==> config.mk <==
export PLATFORM = sky130hd
export DESIGN_NAME = fft8_frame_ctrl
export DESIGN_NICKNAME = d
export VERILOG_FILES = /design/src/rtl/fft8_frame_ctrl.sv
export SDC_FILE = /design/constraint.sdc
export NUM_CORES = 1
export LEC_CHECK = 0
export BUFFER_PORTS_ARGS = -buffer_cell sky130_fd_sc_hd__buf_2
export CORE_AREA = 2 2 238 240
export CTS_BUF_LIST = sky130_fd_sc_hd__clkbuf_16
export DETAILED_ROUTE_END_ITERATION = 7
export DIE_AREA = 0 0 240 242
export GPL_TIMING_DRIVEN = 0
export PLACE_DENSITY = 0.6
export REMOVE_ABC_BUFFERS = 1
export SYNTH_ARGS = -nofsm -noshare
export SYNTH_HDL_FRONTEND = slang
export SYNTH_SLANG_ARGS = --single-unit
==> constraint.sdc <==
create_clock -name clk -period 2.59 [get_ports clk]
set_input_delay 0.259 -clock clk [delete_from_list [all_inputs] [get_ports clk]]
set_output_delay 0.259 -clock clk [all_outputs]
set_load 0.05 [all_outputs]
==> src/rtl/fft8_frame_ctrl.sv <==
// fft8_frame_ctrl
//   Frames a serial I/Q sample stream for a combinational (or pipelined)
//   8-point FFT. It gathers eight samples into the fft_in buses, waits
//   FFT_LAT cycles, captures the FFT result and streams the eight bins out
//   with valid/ready flow control. Input is stalled while a frame is being
//   computed or drained, so frames never overlap.
//
//   state   | meaning
//   --------+-----------------------------------------------------------
//   FILL    | accepting samples into fft_in_*; s_ready high
//   COMPUTE | fft_in_* held stable, latency counter running
//   DRAIN   | streaming captured bins on m_*; waits on m_ready
//
// Ports
//   clk, rst_n                     clock, async active-low reset
//   s_valid/s_ready/s_i/s_q/s_last input sample stream
//   fft_in_phase/fft_in_quad       frame to FFT, word k at [W*k +: W]
//   fft_out_phase/fft_out_quad     FFT result, bin k at [W*k +: W]
//   m_valid/m_ready/m_i/m_q        output bin stream
//   m_bin, m_last                  current bin index, high on bin 7
//   busy                           high in COMPUTE or DRAIN
//   err_short, err_long            one-cycle pulses, registered, so they
//                                  appear the cycle after the offending sample
//   frame_count                    completed frames, wraps
module fft8_frame_ctrl #(
    parameter int W       = 16,
    parameter int FFT_LAT = 1
) (
    input  logic           clk,
    input  logic           rst_n,
    input  logic           s_valid,
    output logic           s_ready,
    input  logic [W-1:0]   s_i,
    input  logic [W-1:0]   s_q,
    input  logic           s_last,
    output logic [8*W-1:0] fft_in_phase,
    output logic [8*W-1:0] fft_in_quad,
    input  logic [8*W-1:0] fft_out_phase,
    input  logic [8*W-1:0] fft_out_quad,
    output logic           m_valid,
    input  logic           m_ready,
    output logic [W-1:0]   m_i,
    output logic [W-1:0]   m_q,
    output logic [2:0]     m_bin,
    output logic           m_last,
    output logic           busy,
    output logic           err_short,
    output logic           err_long,
    output logic [15:0]    frame_count
);

    localparam int CW = (FFT_LAT > 1) ? $clog2(FFT_LAT) : 1;

    typedef enum logic [1:0] {FILL, COMPUTE, DRAIN} state_t;

    state_t         state_q, state_d;
    logic           s_ready_q;
    logic [2:0]     wr_idx_q, rd_idx_q;
    logic [CW-1:0]  lat_cnt_q;
    logic [W-1:0]   in_i_q [8];
    logic [W-1:0]   in_q_q [8];
    logic [W-1:0]   cap_i_q[8];
    logic [W-1:0]   cap_q_q[8];
    logic           err_short_q, err_long_q;
    logic [15:0]    frame_count_q;

    logic accept, close, lat_done, beat, beat_last;

    assign accept    = (state_q == FILL) && s_valid && s_ready_q;
    assign close     = accept && ((wr_idx_q == 3'd7) || s_last);
    assign lat_done  = (state_q == COMPUTE) && (lat_cnt_q == '0);
    assign beat      = (state_q == DRAIN) && m_ready;
    assign beat_last = beat && (rd_idx_q == 3'd7);

    always_comb begin
        state_d = state_q;
        unique case (state_q)
            FILL:    if (close)     state_d = COMPUTE;
            COMPUTE: if (lat_done)  state_d = DRAIN;
            DRAIN:   if (beat_last) state_d = FILL;
            default:                state_d = FILL;
        endcase
    end

    always_comb begin
        fft_in_phase = '0;
        fft_in_quad  = '0;
        for (int k = 0; k < 8; k++) begin
            fft_in_phase[W*k +: W] = in_i_q[k];
            fft_in_quad[W*k +: W]  = in_q_q[k];
        end
        m_valid = (state_q == DRAIN);
        m_i     = m_valid ? cap_i_q[rd_idx_q] : '0;
        m_q     = m_valid ? cap_q_q[rd_idx_q] : '0;
        m_last  = m_valid && (rd_idx_q == 3'd7);
    end

    assign s_ready     = s_ready_q;
    assign m_bin       = rd_idx_q;
    assign busy        = (state_q != FILL);
    assign err_short   = err_short_q;
    assign err_long    = err_long_q;
    assign frame_count = frame_count_q;

    always_ff @(posedge clk or negedge rst_n) begin
        if (!rst_n) begin
            state_q       <= FILL;
            s_ready_q     <= 1'b0;
            wr_idx_q      <= '0;
            rd_idx_q      <= '0;
            lat_cnt_q     <= '0;
            err_short_q   <= 1'b0;
            err_long_q    <= 1'b0;
            frame_count_q <= '0;
            for (int k = 0; k < 8; k++) begin
                in_i_q[k]  <= '0;
                in_q_q[k]  <= '0;
                cap_i_q[k] <= '0;
                cap_q_q[k] <= '0;
            end
        end else begin
            state_q <= state_d;
            // registered so s_ready stays low until the first edge out of reset
            s_ready_q   <= (state_d == FILL);
            err_short_q <= close && s_last && (wr_idx_q != 3'd7);
            err_long_q  <= accept && (wr_idx_q == 3'd7) && !s_last;

            if (accept)
                wr_idx_q <= close ? 3'd0 : wr_idx_q + 3'd1;

            for (int k = 0; k < 8; k++) begin
                if (accept) begin
                    if (3'(k) == wr_idx_q) begin
                        in_i_q[k] <= s_i;
                        in_q_q[k] <= s_q;
                    end else if (s_last && (3'(k) > wr_idx_q)) begin
                        in_i_q[k] <= '0;
                        in_q_q[k] <= '0;
                    end
                end else if (beat_last) begin
                    in_i_q[k] <= '0;
                    in_q_q[k] <= '0;
                end
                if (lat_done) begin
                    cap_i_q[k] <= fft_out_phase[W*k +: W];
                    cap_q_q[k] <= fft_out_quad[W*k +: W];
                end
            end

            if (close)
                lat_cnt_q <= CW'(FFT_LAT - 1);
            else if ((state_q == COMPUTE) && (lat_cnt_q != '0))
                lat_cnt_q <= lat_cnt_q - 1'b1;

            // 3-bit index wraps back to 0 after bin 7
            if (beat)
                rd_idx_q <= rd_idx_q + 3'd1;

            if (beat_last)
                frame_count_q <= frame_count_q + 16'd1;
        end
    end

endmodule

==> impl.org <==
** Clock tree
- Counting every sink on the clock net gives 540.
- CTS clk-pin slew, worst paths :: about 0.06 ns
- The clock reaches the later pin of the worst-skew pair after slightly above 0.6 ns.
- In this run, CTS created clock tree buffers numbering 57.
- Clock tree from TritonCTS :: yes
- H-tree levels :: 2
- Maximum root-to-sink buffer count :: 3
- Clock tree root driver cell :: sky130_fd_sc_hd__clkbuf_16

** Critical path
- Crit. End Element :: output pin
- Worst path cell trace :: buf_6, clkbuf_16, mux4_2, mux2i_1, nor2_1, buf_6
- The critical path contains buffers and inverters numbering 3 combined.
- Worst Path Required :: between 2 and 2.5 ns
- For this run, the slowest stage of the critical path takes ~0.5 ns.
- Number of stages on the worst setup path :: 6
- Worst Path Arrival :: 2.34 ns
- Worst path slowest cell :: sky130_fd_sc_hd__mux4_2
- The critical path is of the register to output pin type.
- For the worst flop-to-flop path, the logic depth is 7.
- Worst path top cell family by delay :: multiplexers
- Highest net fanout along the worst path :: 8
- The worst setup path is launched from a register.
- Cell occurring most often along the worst timing path :: sky130_fd_sc_hd__buf_6

** Placement
- Once placement finished, the instance area stood at 26,100 µm².
- Placed instance count :: around 2,700
- At the end of routability-driven placement, the weighted congestion stood at 0.817.
- Port-buffer cells :: just over 600
- The HPWL after detailed placement is roughly 50,000 µm.

** Pwr
- Summed over all cells, the static leakage comes to approximately 16 nW.
- Cell-internal power :: 22.9 mW
- Sequential cells burn around 35% of the power.
- Combinational share of power :: 45.0%
- Switching component of the power :: between 15 and 20 mW
- The clock network is responsible for around a fifth of the overall power.
- Pwr Density :: between 1000 and 1500 nW/µm²
- Net switching is 40.9% of the power.
- VDD sags by at most approximately 0.82 mV.

** Route
- Summed over all nets, wire length on met2 after detailed routing comes to ~37,000 µm.
- After detailed routing, the average wire length per cell comes to between 20 and 25 µm.
- Using the TritonRoute via totals, the vias-per-cell ratio works out to around 5.3.
- Routed metal-1 wire length :: between 20,000 and 30,000 µm
- Top routing layer used :: met5
- TritonRoute pass-1 iters :: 5
- The count of nets left with antenna violations once routing finished came out at 0.
- DR WL met3 :: just over 6000 µm
- DR iter-0 viols :: 865
- The final route contains between 15,000 and 20,000 vias.
- DRC violations left :: 0
- Drt total wl :: between 70,000 and 80,000 µm

** Floorplanning
- In this run the standard cell core region covers 55,700 µm².
- Width of the die :: approximately 240 µm
- Boundary Pins :: around 610
- Total die area :: 58,100 µm²
- After floorplanning, the core was divided into 87 placement rows.
- The die is roughly 240 µm tall.
- Once the floorplan was initialized, standard cells occupied between 30 and 40% of the core.

** Min path
- The worst hold path was traced through 2 stages.
- Type of the worst min-delay path :: primary input to register

** Cells and area
- Cells with a size suffix above 1 make up between 30% and 40% of the layout.
- Non-filler cells in the finished layout :: roughly 3,100
- Net count reported at finish :: between 2,000 and 3,000
- Design area :: roughly 31,000 µm²
- Area Growth Syn to Fin :: 42.3%
- Utilization of the core after routing :: between 50 and 60%

** STA
- Final-report max-slew violation count :: 0
- The worst pin sits at a relative slew slack of 37.1%.
- Across the routed clock network, the largest skew measured is between 0.02 and 0.025 ns.
- The tightest hold path in the finished design has a slack of about 0.037 ns.
- At the pin with the least slew margin, the transition time is between 0.9 and 1 ns.
- The count of endpoints failing hold in the final timing report came to 0.
- Timing would allow up to between 300 and 400 MHz.
- Setup ws final :: -0.00917 ns
- Adding up every negative setup slack in the final design gives -0.00917 ns.
- Dividing the final minimum period by the clock period gives 100%.
- Minimum clock period :: ~2.6 ns
- Final setup viols :: 1
- Setup repair after global routing could not meet its margin everywhere.

** Yosys
- Fraction of the yosys area taken by sequential cells :: approximately three fifths
- Summed over its instances, the top area cell type makes up between 60% and 70% of the synthesized netlist area.
- Post-synthesis register bit count :: 540
- After synthesis, the mean cell area works out to approximately 15 µm².
- Post-Synthesis Cells :: 1,432
- In this run, synthesis inferred 0 flip-flops with an integrated enable.
- The most used flip-flop cell after synthesis is sky130_fd_sc_hd__dfrtp_1.
- For this run, asynchronously set or reset flops after synthesis account for between 90% and 100%.
- For this run, the number of Yosys warnings is 0.
- Cell types with the largest area share after synthesis :: sky130_fd_sc_hd__dfrtp_1, sky130_fd_sc_hd__mux2_1, sky130_fd_sc_hd__a22o_1
- The number of different library cells used by synthesis comes to 43.
- Post-synthesis instance area :: 22,000 µm²
- Most area-hungry cell type in the Yosys netlist :: sky130_fd_sc_hd__dfrtp_1

** GRT
- Number of global-route vias before repair :: approximately 18,000
- Global-route wire length before repair :: around 110,000 µm
- Overflow left after global routing :: 0
- Pin count of the biggest net entering global routing :: between 100 and 150
- Initial antenna violation count :: 11
- Global routing consumed, over all layers together, around a quarter of the routing resources.

** Run
- Across the run, the number of max-cap violations was 0.

** Status
- Violations in the final reports :: negative setup slack
- Result of the run :: finished with violations
## metal layers
| metal | up-vias | GRT usage [%] |
|---|---|---|
| li1 | 7101 | - |
| met1 | 8513 | 30.8 |
| met2 | 643 | 43.0 |
| met3 | 156 | 7.87 |
| met4 | 8 | 9.79 |
| met5 | - | 0 |
## power by group through the flow
stage               combinational (mW)  clock [mW]  sequential [mW]
floorplan                         7.17           0             17.3
global placement                  14.2           0             13.8
detailed placement                15.3           0             13.9
CTS                               17.1        7.99             13.4
global route                      18.4        8.38             13.7
finish                            17.4        7.87             13.4
## worst register-to-register path: stages, from the launching register on
cell	delay [ns]
sky130_fd_sc_hd__dfrtp_4	0.54
sky130_fd_sc_hd__buf_4	0.18
sky130_fd_sc_hd__ha_1	0.20
sky130_fd_sc_hd__ha_1	0.20
sky130_fd_sc_hd__and4b_4	0.34
sky130_fd_sc_hd__a31oi_4	0.51
sky130_fd_sc_hd__buf_12	0.25
sky130_fd_sc_hd__a22o_1	0.19
## worst paths after layout
| check | endpoint | slack [ns] | from |
|---|---|---|---|
| setup / recovery | m_q[1] | -0.009 | m_bin[0] |
| hold / removal | fft_in_quad[111] | 0.04 | s_q[15] |
| setup reg to reg | fft_in_phase[17] | 0.13 | m_bin[0] |
| hold reg to reg | frame_count[15] | 0.46 | frame_count[15] |
| max in group asynchronous | fft_in_quad[105] | 0.64 | rst_n |
| min in group asynchronous | cap_i_q[93] | 0.18 | rst_n |
## cell usage in the layout (no fill, tap or decap), types with 30 or more instances in the layout
master and n:
sky130_fd_sc_hd__buf_2 577, sky130_fd_sc_hd__dfrtp_1 537, sky130_fd_sc_hd__dlygate4sd3_1 286, sky130_fd_sc_hd__a22o_1 256, sky130_fd_sc_hd__mux2_1 229, sky130_fd_sc_hd__mux4_2 64
sky130_fd_sc_hd__clkbuf_16 60, sky130_fd_sc_hd__nor2_1 38, sky130_fd_sc_hd__mux2i_1 32, sky130_fd_sc_hd__mux2_2 30
## Yosys cell counts (all sizes together), types with 3 or more instances
library cell,instances
nand2b,3
ha,7
nand2,12
and2,4
o21ai,5
mux2i,32
nor2,41
nor2b,3
a22o,256
mux4,64
inv,6
nor3,6
buf,127
nand4,4
mux2,259
and3,5
dfrtp,540
nand3,6
xor2,7
xnor2,9
clkbuf,15
a21oi,6
## final cells by class
cell class / count / area, µm²
diodes: 8 / 20.0
clock buffers: 58 / 1450
clock inverters: 46 / 324
fillers: 4478 / 24400
inverters: 6 / 22.5
multi-input cells: 745 / 7900
flip-flops and latches: 540 / 13500
well taps: 756 / 946
repair buffers: 951 / 7190
## repair_timing
item                                    in CTS  in global routing
endpoints found under the setup margin     331                 49
pin swaps                                    1                 11
gates resized for setup                     58                  5
cloned                                       4                  2
buffers inserted                            16                 11
hold endpoints to repair                   488                  0
hold buffers                               286                  0
## registers in the layout (all words and copies together) (netlist names)
signal        flops
cap_i_q         128
err_long          1
lat_cnt_q         1
fft_in_phase    128
wr_idx_q          3
fft_in_quad     128
frame_count      16
state_q           2
s_ready           1
err_short         1
m_bin             3
cap_q_q         128
## cell families (layout without fill, tap and decap cells)
family | count (synthesis) | count (layout) | share of synthesized area [%]
other cells | 0 | 8 | 0
compound gates | 274 | 274 | 10.7
simple gates | 92 | 93 | 2.26
xor+xnor | 16 | 16 | 0.636
fa+ha+maj | 7 | 7 | 0.397
buf+inv | 148 | 1061 | 3.46
flops | 540 | 540 | 61.3
mux | 355 | 355 | 21.2
## through the flow
step,power (mW),setup slack [ns]
CTS,38.5,-0.0595
global placement,28.0,-16.37
finish,38.7,-0.00917
global route,40.5,-0.137
detailed placement,29.2,-0.900
floorplan,24.4,-11.18
Power figures use the tool's default switching activity.
